$ cat src/rtl/x_code_sequencer_if.sv
// Handshake bundle between the code sequencer and the 3-input decoder stage.
// The master drives start/mode/passes/ready; the sequencer (slave) drives the code.
interface x_code_sequencer_if #(
  parameter int PASS_W = 4
) ();
  logic              start;
  logic [1:0]        mode;
  logic [PASS_W-1:0] passes;
  logic              ready;
  logic [2:0]        x;
  logic              valid;
  logic              busy;
  logic              done;
  logic [PASS_W-1:0] pass_idx;

  modport master (
    output start, mode, passes, ready,
    input  x, valid, busy, done, pass_idx
  );

  modport slave (
    input  start, mode, passes, ready,
    output x, valid, busy, done, pass_idx
  );
endinterface

$ cat src/rtl/x_code_sequencer.sv
// Sweeps all eight 3-bit codes into a decoder stage over a valid/ready handshake,
// repeating the sweep a latched number of times and pulsing done at the end.
//
// state  | meaning
// S_IDLE | waiting for start, all outputs low
// S_RUN  | presenting codes, advancing on each accepted transfer
// S_DONE | one-cycle done pulse, then back to idle
module x_code_sequencer #(
  parameter int PASS_W = 4
) (
  input  logic             clk,
  input  logic             rst,
  x_code_sequencer_if.slave bus
);

  typedef enum logic [1:0] {S_IDLE, S_RUN, S_DONE} state_t;

  localparam logic [PASS_W-1:0] PASS_ONE = PASS_W'(1);

  state_t            state, state_nx;
  logic [1:0]        mode_q, mode_nx;
  logic [2:0]        step, step_nx;
  logic [PASS_W-1:0] pass_rem, pass_rem_nx;
  logic [PASS_W-1:0] pidx_q, pidx_nx;
  logic [2:0]        x_q, x_nx;
  logic              valid_q, valid_nx;
  logic              busy_q, busy_nx;
  logic              done_q, done_nx;

  function automatic logic [2:0] map_code(input logic [1:0] m, input logic [2:0] i);
    case (m)
      2'b01:   map_code = 3'd7 - i;
      2'b10:   map_code = i ^ (i >> 1);
      default: map_code = i;
    endcase
  endfunction

  always_comb begin
    state_nx    = state;
    mode_nx     = mode_q;
    step_nx     = step;
    pass_rem_nx = pass_rem;
    pidx_nx     = pidx_q;
    x_nx        = x_q;
    valid_nx    = valid_q;
    busy_nx     = busy_q;
    done_nx     = 1'b0;

    case (state)
      S_IDLE: begin
        x_nx     = 3'd0;
        valid_nx = 1'b0;
        busy_nx  = 1'b0;
        pidx_nx  = '0;
        step_nx  = 3'd0;
        if (bus.start) begin
          state_nx = S_RUN;
          mode_nx  = bus.mode;
          // pass_rem counts sweeps still owed after the current one; zero passes means one
          pass_rem_nx = (bus.passes == '0) ? '0 : bus.passes - PASS_ONE;
          x_nx     = map_code(bus.mode, 3'd0);
          valid_nx = 1'b1;
          busy_nx  = 1'b1;
        end
      end

      S_RUN: begin
        if (bus.ready) begin
          if (step != 3'd7) begin
            step_nx = step + 3'd1;
            x_nx    = map_code(mode_q, step + 3'd1);
          end else if (pass_rem != '0) begin
            step_nx     = 3'd0;
            pass_rem_nx = pass_rem - PASS_ONE;
            pidx_nx     = pidx_q + PASS_ONE;
            x_nx        = map_code(mode_q, 3'd0);
          end else begin
            state_nx = S_DONE;
            valid_nx = 1'b0;
            x_nx     = 3'd0;
            pidx_nx  = '0;
            done_nx  = 1'b1;
          end
        end
      end

      S_DONE: begin
        state_nx = S_IDLE;
        x_nx     = 3'd0;
        valid_nx = 1'b0;
        busy_nx  = 1'b0;
        pidx_nx  = '0;
      end

      default: begin
        state_nx = S_IDLE;
        x_nx     = 3'd0;
        valid_nx = 1'b0;
        busy_nx  = 1'b0;
        pidx_nx  = '0;
      end
    endcase
  end

  always_ff @(posedge clk) begin
    if (rst) begin
      state    <= S_IDLE;
      mode_q   <= 2'b00;
      step     <= 3'd0;
      pass_rem <= '0;
      pidx_q   <= '0;
      x_q      <= 3'd0;
      valid_q  <= 1'b0;
      busy_q   <= 1'b0;
      done_q   <= 1'b0;
    end else begin
      state    <= state_nx;
      mode_q   <= mode_nx;
      step     <= step_nx;
      pass_rem <= pass_rem_nx;
      pidx_q   <= pidx_nx;
      x_q      <= x_nx;
      valid_q  <= valid_nx;
      busy_q   <= busy_nx;
      done_q   <= done_nx;
    end
  end

  assign bus.x        = x_q;
  assign bus.valid    = valid_q;
  assign bus.busy     = busy_q;
  assign bus.done     = done_q;
  assign bus.pass_idx = pidx_q;

endmodule
$ cat src/flat_wrapper.sv
// flat-port wrapper written by rule: the top's interface ports become plain ports
module x_code_sequencer_flat 
#(
  parameter int PASS_W = 4
)
  (clk, rst, bus_start, bus_mode, bus_passes, bus_ready, bus_x, bus_valid, bus_busy, bus_done, bus_pass_idx);
  x_code_sequencer_if #(.PASS_W(PASS_W)) bus_i ();
  input  logic clk;
  input  logic rst;
  input wire logic [$bits(bus_i.start)-1:0] bus_start;
  input wire logic [$bits(bus_i.mode)-1:0] bus_mode;
  input wire logic [$bits(bus_i.passes)-1:0] bus_passes;
  input wire logic [$bits(bus_i.ready)-1:0] bus_ready;
  output wire logic [$bits(bus_i.x)-1:0] bus_x;
  output wire logic [$bits(bus_i.valid)-1:0] bus_valid;
  output wire logic [$bits(bus_i.busy)-1:0] bus_busy;
  output wire logic [$bits(bus_i.done)-1:0] bus_done;
  output wire logic [$bits(bus_i.pass_idx)-1:0] bus_pass_idx;
  assign bus_i.start = bus_start;
  assign bus_i.mode = bus_mode;
  assign bus_i.passes = bus_passes;
  assign bus_i.ready = bus_ready;
  assign bus_x = bus_i.x;
  assign bus_valid = bus_i.valid;
  assign bus_busy = bus_i.busy;
  assign bus_done = bus_i.done;
  assign bus_pass_idx = bus_i.pass_idx;
  x_code_sequencer #(.PASS_W(PASS_W)) u_core (.clk(clk), .rst(rst), .bus(bus_i));
endmodule
$ cat config.mk
export PLATFORM = sky130hd
export DESIGN_NAME = x_code_sequencer_flat
export DESIGN_NICKNAME = d
export VERILOG_FILES = /design/src/rtl/x_code_sequencer_if.sv /design/src/rtl/x_code_sequencer.sv /design/src/flat_wrapper.sv
export SDC_FILE = /design/constraint.sdc
export NUM_CORES = 1
export LEC_CHECK = 0
export CAP_MARGIN = 20
export CORE_MARGIN = 4
export CORE_UTILIZATION = 50
export CTS_CLUSTER_SIZE = 10
export DETAILED_ROUTE_END_ITERATION = 16
export PLACE_DENSITY = 0.72
export SLEW_MARGIN = 20
export SYNTH_ARGS = -nofsm -noshare
export SYNTH_HDL_FRONTEND = slang
export SYNTH_SLANG_ARGS = --single-unit
export TNS_END_PERCENT = 10
$ cat constraint.sdc
create_clock -name clk -period 2.6 [get_ports clk]
set_input_delay 0.52 -clock clk [delete_from_list [all_inputs] [get_ports clk]]
set_output_delay 0.52 -clock clk [all_outputs]
set_load 0.005 [all_outputs]
; ---- After elaboration in Yosys (flattened, before gate mapping)
; Index checks and enable logic that the tools add are counted.
[classes]
n_reduce_logical = 12
n_eq_ne = 11
add_sub_neg = 5
bitwise = 4
mux = 31
[op_table]
columns = cell, count
row1 = 3-bit two-way mux, 9
row2 = 4-bit two-way mux, 6
row3 = 3-bit one-hot mux with 2 select lines, 3
row4 = 2-bit two-way mux, 4
row5 = "2-bit inequality test, second input constant", 4
row6 = 4-bit one-hot mux with 2 select lines, 1
row7 = "4-bit by 1-bit subtractor with 4-bit output, second input constant", 2
row8 = "2-bit by 1-bit equality test with 1-bit output, second input constant", 3
row9 = 3-bit AND reduction, 2
row10 = 1-bit two-way mux, 5
row11 = 5-bit AND reduction, 1
row12 = "4-bit by 1-bit adder with 4-bit output, second input constant", 1
row13 = 4-bit logical NOT, 1
row14 = 1-bit one-hot mux with 2 select lines, 2
row15 = 2-bit one-hot mux with 2 select lines, 1
row16 = 2-bit AND reduction, 2
row17 = 4-bit AND reduction, 1
row18 = 4-bit nonzero test, 1
row19 = 4-bit OR reduction, 1
row20 = "3-bit by 1-bit adder with 3-bit output, second input constant", 1
row21 = "3-bit by 1-bit inequality test with 1-bit output, second input constant", 1
row22 = "3-bit inequality test, second input constant", 1
row23 = 1-bit inverter, 3
row24 = "3-bit subtractor, first input constant", 1
row25 = 6 further kinds, 6
[word_totals]
out_inout_bits = 10
register_bits = 21
elab_cells = 72

; ---- Longest topological paths before layout
; Gate-level depths: netlist of the first run.
[logic_depth]
word_depth = 6
ltp_mapped = 7
mapped_depth_nobuf = 6

; ---- Least setup slack after synthesis of the first run
; Ideal clock, no wire load.
[synth_path]
kind = register -> register
start = reg u_core.step[0]
end = reg u_core.x_q[1] (netlist: u_core.bus.x[1])
setup_time_ps = 122
t_arrival_ps = 1760
stages_incl_launch_ff = 6
synth_period_minus_slack_ps = 1882
path_slack_ps = 718
required_ps = 2478
n_path_buf = 0
cell_sequence = dfxtp_1 -> ha_1 -> ha_1 -> mux2_2 -> a221o_1 -> a221o_1
[synth_between]
elab_chain_cells = 6
[synth_lines]
columns = element, line_no
row1 = "start, declared", x_code_sequencer.sv:22  ; logic [2:0] step, step_nx;
row2 = "start signal, assigned", x_code_sequencer.sv:119  ; step <= step_nx;
row3 = 3-bit by 1-bit adder with 3-bit output, x_code_sequencer.sv:71  ; x_nx = map_code(mode_q, step + 3'd1);
row4 = 3-bit subtractor or 3-bit by 2-bit bitwise XOR with 3-bit output (tied branches), "x_code_sequencer.sv:32, x_code_sequencer.sv:33"
row5 = 3-bit one-hot mux with 2 select lines, x_code_sequencer.sv:31  ; case (m)
row6 = 3-bit two-way mux (*), x_code_sequencer.sv:69  ; if (step != 3'd7) begin
row7 = 3-bit two-way mux (*), x_code_sequencer.sv:68  ; if (bus.ready) begin
row8 = 3-bit one-hot mux with 2 select lines (*), x_code_sequencer.sv:49  ; case (state)
row9 = "end signal, assigned", x_code_sequencer.sv:122  ; x_q <= x_nx;
row10 = "end, declared", x_code_sequencer.sv:25  ; logic [2:0] x_q, x_nx;
; Every way passes the cells marked *; elsewhere a longest branch is shown, timed or not. The select of a mux whose other input is x is not followed.
; A chain may end at the register's enable or synchronous reset.

; ---- Final worst setup path of the first run
; Same ends and word-level chain as after synthesis.

==> key figures, run 1 <==
Layout
  • P&R area growth vs syn: 19.4%
  • N_diodes: 0
  • Commonest non-fill, non-tap cell in the layout: dfxtp_1
  • Most frequent cells in the layout: 21 x dfxtp_1, 19 x clkdlybuf4s50_1, 13 x nor2_1, 10 x nand2_1, 10 x a21oi_1
  • Layout cell share with drive strength beyond 1: 0.0461
  • Nets@finish: 169

Global routing
  • Largest net degree at the start of global routing: 18
  • Tot GR Track Use: 0.158
  • Initial antenna violation count: 0
  • GRT overflow: 0
  • First-pass GRT wire length: 4010 um
  • Vias in the first global route: 924

Setup path
  • Reg2reg end: u_core.bus.x[1]
  • Worst setup path class: reg -> reg
  • CP endpoint kind: flop
  • WP data required: 2800 ps
  • FF-to-FF path depth: 5
  • Reg2reg start: u_core.step[0]
  • Crit path DAT: 2190 ps
  • CP Launch Type: flop
  • R2R setup slack: 610 ps
  • Crit path max fanout: 5

Timing
  • Final setup fails: 0
  • Setup Skew: 1.26 ps
  • Final critical-path share of the clock period: 0.764
  • Setup TNS: 0 ps
  • Min Tclk post-route: 1990 ps
  • Count of final max-slew check failures: 0
  • Slew @ Worst Pin: 637 ps
  • Max_slew headroom: 0.572
  • Unrepaired setup endpoints after global routing: no
  • Fmax: 0.504 GHz
  • Final Hold Fails: 0

Placed design
  • DP HPWL: 1780 um
  • PortBufs: 19
  • RePlAce Congestion: 0.865

Die
  • CORE AREA: 2190 um^2
  • Initial core utilization: 0.524
  • Std cell rows: 17
  • Die H: 55.9 um
  • I/O pins: 20
  • Die area: 3130 um^2
  • Die W: 55.9 um

Power
  • Max IR drop VDD: 0.000353 V
  • Total power: 661 uW
  • Cell Pwr Density: 483 nW/um^2
  • Leakage: 0.534 nW

CTS
  • CTS tree: yes
  • CTS H-tree lvls: 1
  • Clock root buffer: clkbuf_4
  • Setup repair bufs after CTS: 0
  • Clock latency on the worst-skew pair: 300 ps
  • Clk sink count: 21
  • Resized Gates After CTS: 0
  • Clock transition at path regs: 110 ps
  • Max clock buf depth: 2
  • Hold bufs inserted after CTS: 0
  • Number of CTS-inserted buffers: 3

Detailed routing
  • Initial DRC count: 28
  • Via count: 1,040
  • Post-DR wirelength/cell: 13.0 um
  • Detail Route Antenna Nets: 0
  • Drt drc: 0
  • DRT Wirelength: 2340 um
  • DR vias/cell: 5.78
  • Pre-Repair DR Iteration Count: 4

Yosys
  • Sequential-to-total area share from yosys stat: 0.366
  • Yosys reg bits: 21
  • Main synth FF type: dfxtp_1
  • Area contributors post-synth: dfxtp_1 37%, ha_1 6.5%, a21oi_1 4.4%, nor2_1 4.3%, a221o_1 3.5%
  • Cell count after synthesis: 135
  • Cell area after synthesis: 1150 um^2
  • Number of synthesized flops with an enable pin: 0
  • Synth area leader: dfxtp_1
  • Syn_area_per_cell: 8.50 um^2
  • Synth top area share: 0.366
  • YS warnings: 0
  • Async set or reset register ratio after synthesis: 0
  • Netlist cell types: 40
  • Syn Nets: 151

Min path
  • Min-delay src: u_core.bus.busy
  • Worst Hold Path EP: u_core.bus.busy
  • Hold path depth: 2
  • Hold Path Class: reg -> reg

Run status
  • Status: finished clean

Job
  • Max_cap viols: 0
## critical path: stages, from the launching register on
cell     delay, ps
dfxtp_1        370
ha_1           210
ha_1           340
mux2_2         350
a221o_1        290
a221o_1        330
## state kept, by name (all words and copies together), names as in the netlist
signal               count
u_core.bus.done          1
u_core.bus.busy          1
u_core.mode_q            2
u_core.step              3
u_core.bus.pass_idx      4
u_core.state             2
u_core.pass_rem          4
u_core.bus.x             3
u_core.bus.valid         1
## logic make-up (layout without fill, tap and decap cells)
group / Yosys count / count (layout) / synth area share
flops: 21 / 21 / 0.366
fa+ha+maj: 6 / 6 / 0.0654
xor+xnor: 3 / 3 / 0.0229
buf+inv: 15 / 32 / 0.0578
compound gates: 35 / 35 / 0.214
mux: 5 / 5 / 0.0447
simple gates: 50 / 50 / 0.229
## through the flow
stage,cell area (um^2),hold WS [ps],worst slack [ps],utilization,instances
after global placement,1340,442,460,0.613,176
final,1370,476,615,0.625,180
after global routing,1370,483,467,0.625,180
after CTS,1370,471,618,0.625,180
after floorplan,1150,445,718,-,135
after detailed placement,1340,453,436,0.613,176
## Yosys cell counts (all sizes together) (2+ instances only)
cell type	count
nor3b	3
o21ai	7
or3b	2
nor3	8
xor2	2
ha	6
dfxtp	21
nor2b	2
a21o	3
nor4b	2
clkbuf	3
nand2	10
inv	8
mux2i	4
nand2b	3
a21oi	11
a221o	4
buf	4
nor2	13
a211oi	2
## layout make-up
class / instances / area (um^2)
fill: 191 / 821
multi-input combinational: 99 / 661
timing repair buffer: 20 / 198
inverter: 8 / 30.0
tap: 28 / 35.0
sequential: 21 / 420
clock buffer: 4 / 26.3
## report_power, final
part	internal [mW]	switching (mW)	total (mW)
clock network	0.0598	0.0954	0.155
logic	0.0740	0.0783	0.152
registers	0.339	0.0145	0.354
total	0.473	0.188	0.661
## layer usage
layer | up-vias | share of wire | track usage
met1 | 484 | 0.49 | 0.201
met5 | - | 0 | 0
met4 | 0 | 0.026 | 0.0814
met2 | 29 | 0.44 | 0.253
met3 | 6 | 0.048 | 0.0278
li1 | 521 | - | -
## worst max path at each step
stage / slack (ps) / from / end
3_3_place_gp: 460 / bus_start / u_core.pass_rem[1]
2_1_floorplan: 720 / u_core.step[0] / u_core.bus.x[1]
4_1_cts: 620 / u_core.step[0] / u_core.bus.x[1]
3_5_place_dp: 440 / bus_ready / u_core.step[0]
5_1_grt: 470 / u_core.step[0] / u_core.pass_rem[1]
6_report: 610 / u_core.step[0] / u_core.bus.x[1]
Note: power is estimated with default switching activity, not from simulation.
==> inputs of run 2 (changes only) <==
- clock period: 2.6 -> 1.9 ns (I/O delays scaled with it)
==> run 2 against run 1 <==
Against the previous run:
- sequential share of layout area decreased by 2.2 points
- worst hold slack worse by 5.8 ps
- register-to-register slack worse by 580 ps
- largest power group unchanged
- combinational power up 58%
- global-route usage grew 0.99 points
- critical path depth stayed put
- clock power grew 39%
- clock-buffer cell count shrank 1
- routed wire length up 8.7%
- non-clock buffer count grew 9
- core utilization increased by 5.1 points
==> key figures, run 2 (synthesis gave the netlist of run 1 again) <==
Placed design
  • RePlAce Congestion: 0.839
  • Post-place setup slack: -38.1 ps
  • DP HPWL: 1880 um
  • PortBufs: 19

Power
  • Sw Ratio: 0.288
  • Cell Pwr Density: 635 nW/um^2
  • Clock share of power: 0.228
  • Leakage: 0.578 nW
  • Seq pwr share: 0.517
  • Comb power frac: 0.255
  • Switching power: 271 uW
  • Max IR drop VDD: 0.000348 V
  • Cell Int Power: 670 uW

Global routing
  • First-pass GRT wire length: 4300 um
  • Largest net degree at the start of global routing: 13
  • Initial antenna violation count: 0
  • Vias in the first global route: 1,032
  • GRT overflow: 0
  • Tot GR Track Use: 0.168

Setup path
  • WP data required: 2100 ps
  • CP endpoint kind: flop
  • Top delay family on crit path: compound AO/OA/AOI/OAI gates
  • Slowest stage cell, crit path: dfxtp_1
  • Worst setup path class: reg -> reg
  • Buf+Inv Stages, Crit Path: 0
  • Cell Chain, Critical Path: ha_4 > ha_4 > mux2_4 > a221o_1 > a221o_1
  • CP peak stage delay: 360 ps
  • Crit path DAT: 2070 ps
  • Crit path max fanout: 4
  • CP Launch Type: flop

Timing
  • Final Hold Fails: 0
  • Final critical-path share of the clock period: 0.983
  • Setup ws final: 32.1 ps
  • Min Tclk post-route: 1870 ps
  • Max_slew headroom: 0.713
  • Hold slack: 471 ps
  • Count of final max-slew check failures: 0
  • Slew @ Worst Pin: 430 ps
  • Final setup fails: 0
  • Fmax: 0.535 GHz
  • Setup Skew: 2.21 ps

CTS
  • Hold bufs inserted after CTS: 0
  • Number of CTS-inserted buffers: 3
  • Clk sink count: 21
  • Clock transition at path regs: 120 ps
  • Max clock buf depth: 2
  • CTS H-tree lvls: 1
  • CTS tree: yes
  • Setup repair bufs after CTS: 0
  • Clock root buffer: clkbuf_4
  • Clock latency on the worst-skew pair: 300 ps

Min path
  • Hold Path Class: reg -> reg

Detailed routing
  • Initial DRC count: 23
  • Detail Route Antenna Nets: 0
  • DRT Wirelength: 2540 um
  • Via count: 1,073
  • Pre-Repair DR Iteration Count: 4
  • DR vias/cell: 5.68
  • Drt drc: 0
  • Post-DR wirelength/cell: 13.4 um

Layout
  • N_diodes: 0
  • Layout cell share with drive strength beyond 1: 0.137
  • Most frequent cells in the layout: 19 x clkdlybuf4s50_1, 19 x dfxtp_1, 13 x nor2_1
  • Nets@finish: 178
  • P&R area growth vs syn: 29.2%

Die
  • Initial core utilization: 0.524
  • CORE AREA: 2190 um^2
  • Die H: 55.9 um
  • Std cell rows: 17
  • Die W: 55.9 um
  • Die area: 3130 um^2
  • I/O pins: 20

Job
  • Max_cap viols: 0

Run status
  • Status: finished clean
## run 2: final cells by class
cell class / instances / area [um^2]
Fill cell: 184 / 708
Multi-Input combinational cell: 99 / 702
Sequential cell: 21 / 423
Timing Repair Buffer: 29 / 265
Tap cell: 28 / 35.0
Inverter: 8 / 30.0
Clock buffer: 3 / 22.5
Clock inverter: 1 / 5.00
## run 2: final timing paths
check                        start                to  slack [ps]  depth (start not counted)
setup reg to reg    u_core.step[1]   u_core.bus.x[1]          30                          5
setup / recovery    u_core.step[1]   u_core.bus.x[1]          30                          5
hold / removal    u_core.bus.valid  u_core.bus.valid         470                          2
hold reg to reg   u_core.bus.valid  u_core.bus.valid         470                          2
## run 2: per-stage QoR
stage	power (mW)	setup TNS, ps	instance area, um^2	cells	utilization
finish	0.941	0	1480	189	0.677
detailed placement	0.720	-51.7	1410	185	0.644
global placement	0.716	-12.9	1410	185	0.644
CTS	0.936	0	1450	189	0.664
global route	0.995	-1.13	1480	189	0.677
floorplan	0.635	0	1150	135	-
## run 2: timing repair
item | 4_1_cts | 5_1_grt
setup endpoints to repair | 1 | 1
pin swaps | 0 | 2
resized for setup | 2 | 6
## run 2: tightest hold or removal path: stages (launching register included)
cell and delay [ps]:
dfxtp_1 330, inv_1 50, o22ai_1 50
## run 2: per-layer routing
layer | GRT usage | wire, um
met5 | 0 | 0
met4 | 0.0780 | 53
met1 | 0.209 | 1180
met2 | 0.275 | 1160
met3 | 0.0348 | 148
## run 2: power groups by stage
stage | Clock, mW | Combinational [mW] | Sequential [mW]
finish | 0.215 | 0.240 | 0.486
global route | 0.240 | 0.265 | 0.490
CTS | 0.223 | 0.230 | 0.483
detailed placement | 0 | 0.228 | 0.493
global placement | 0 | 0.224 | 0.491
floorplan | 0 | 0.145 | 0.489
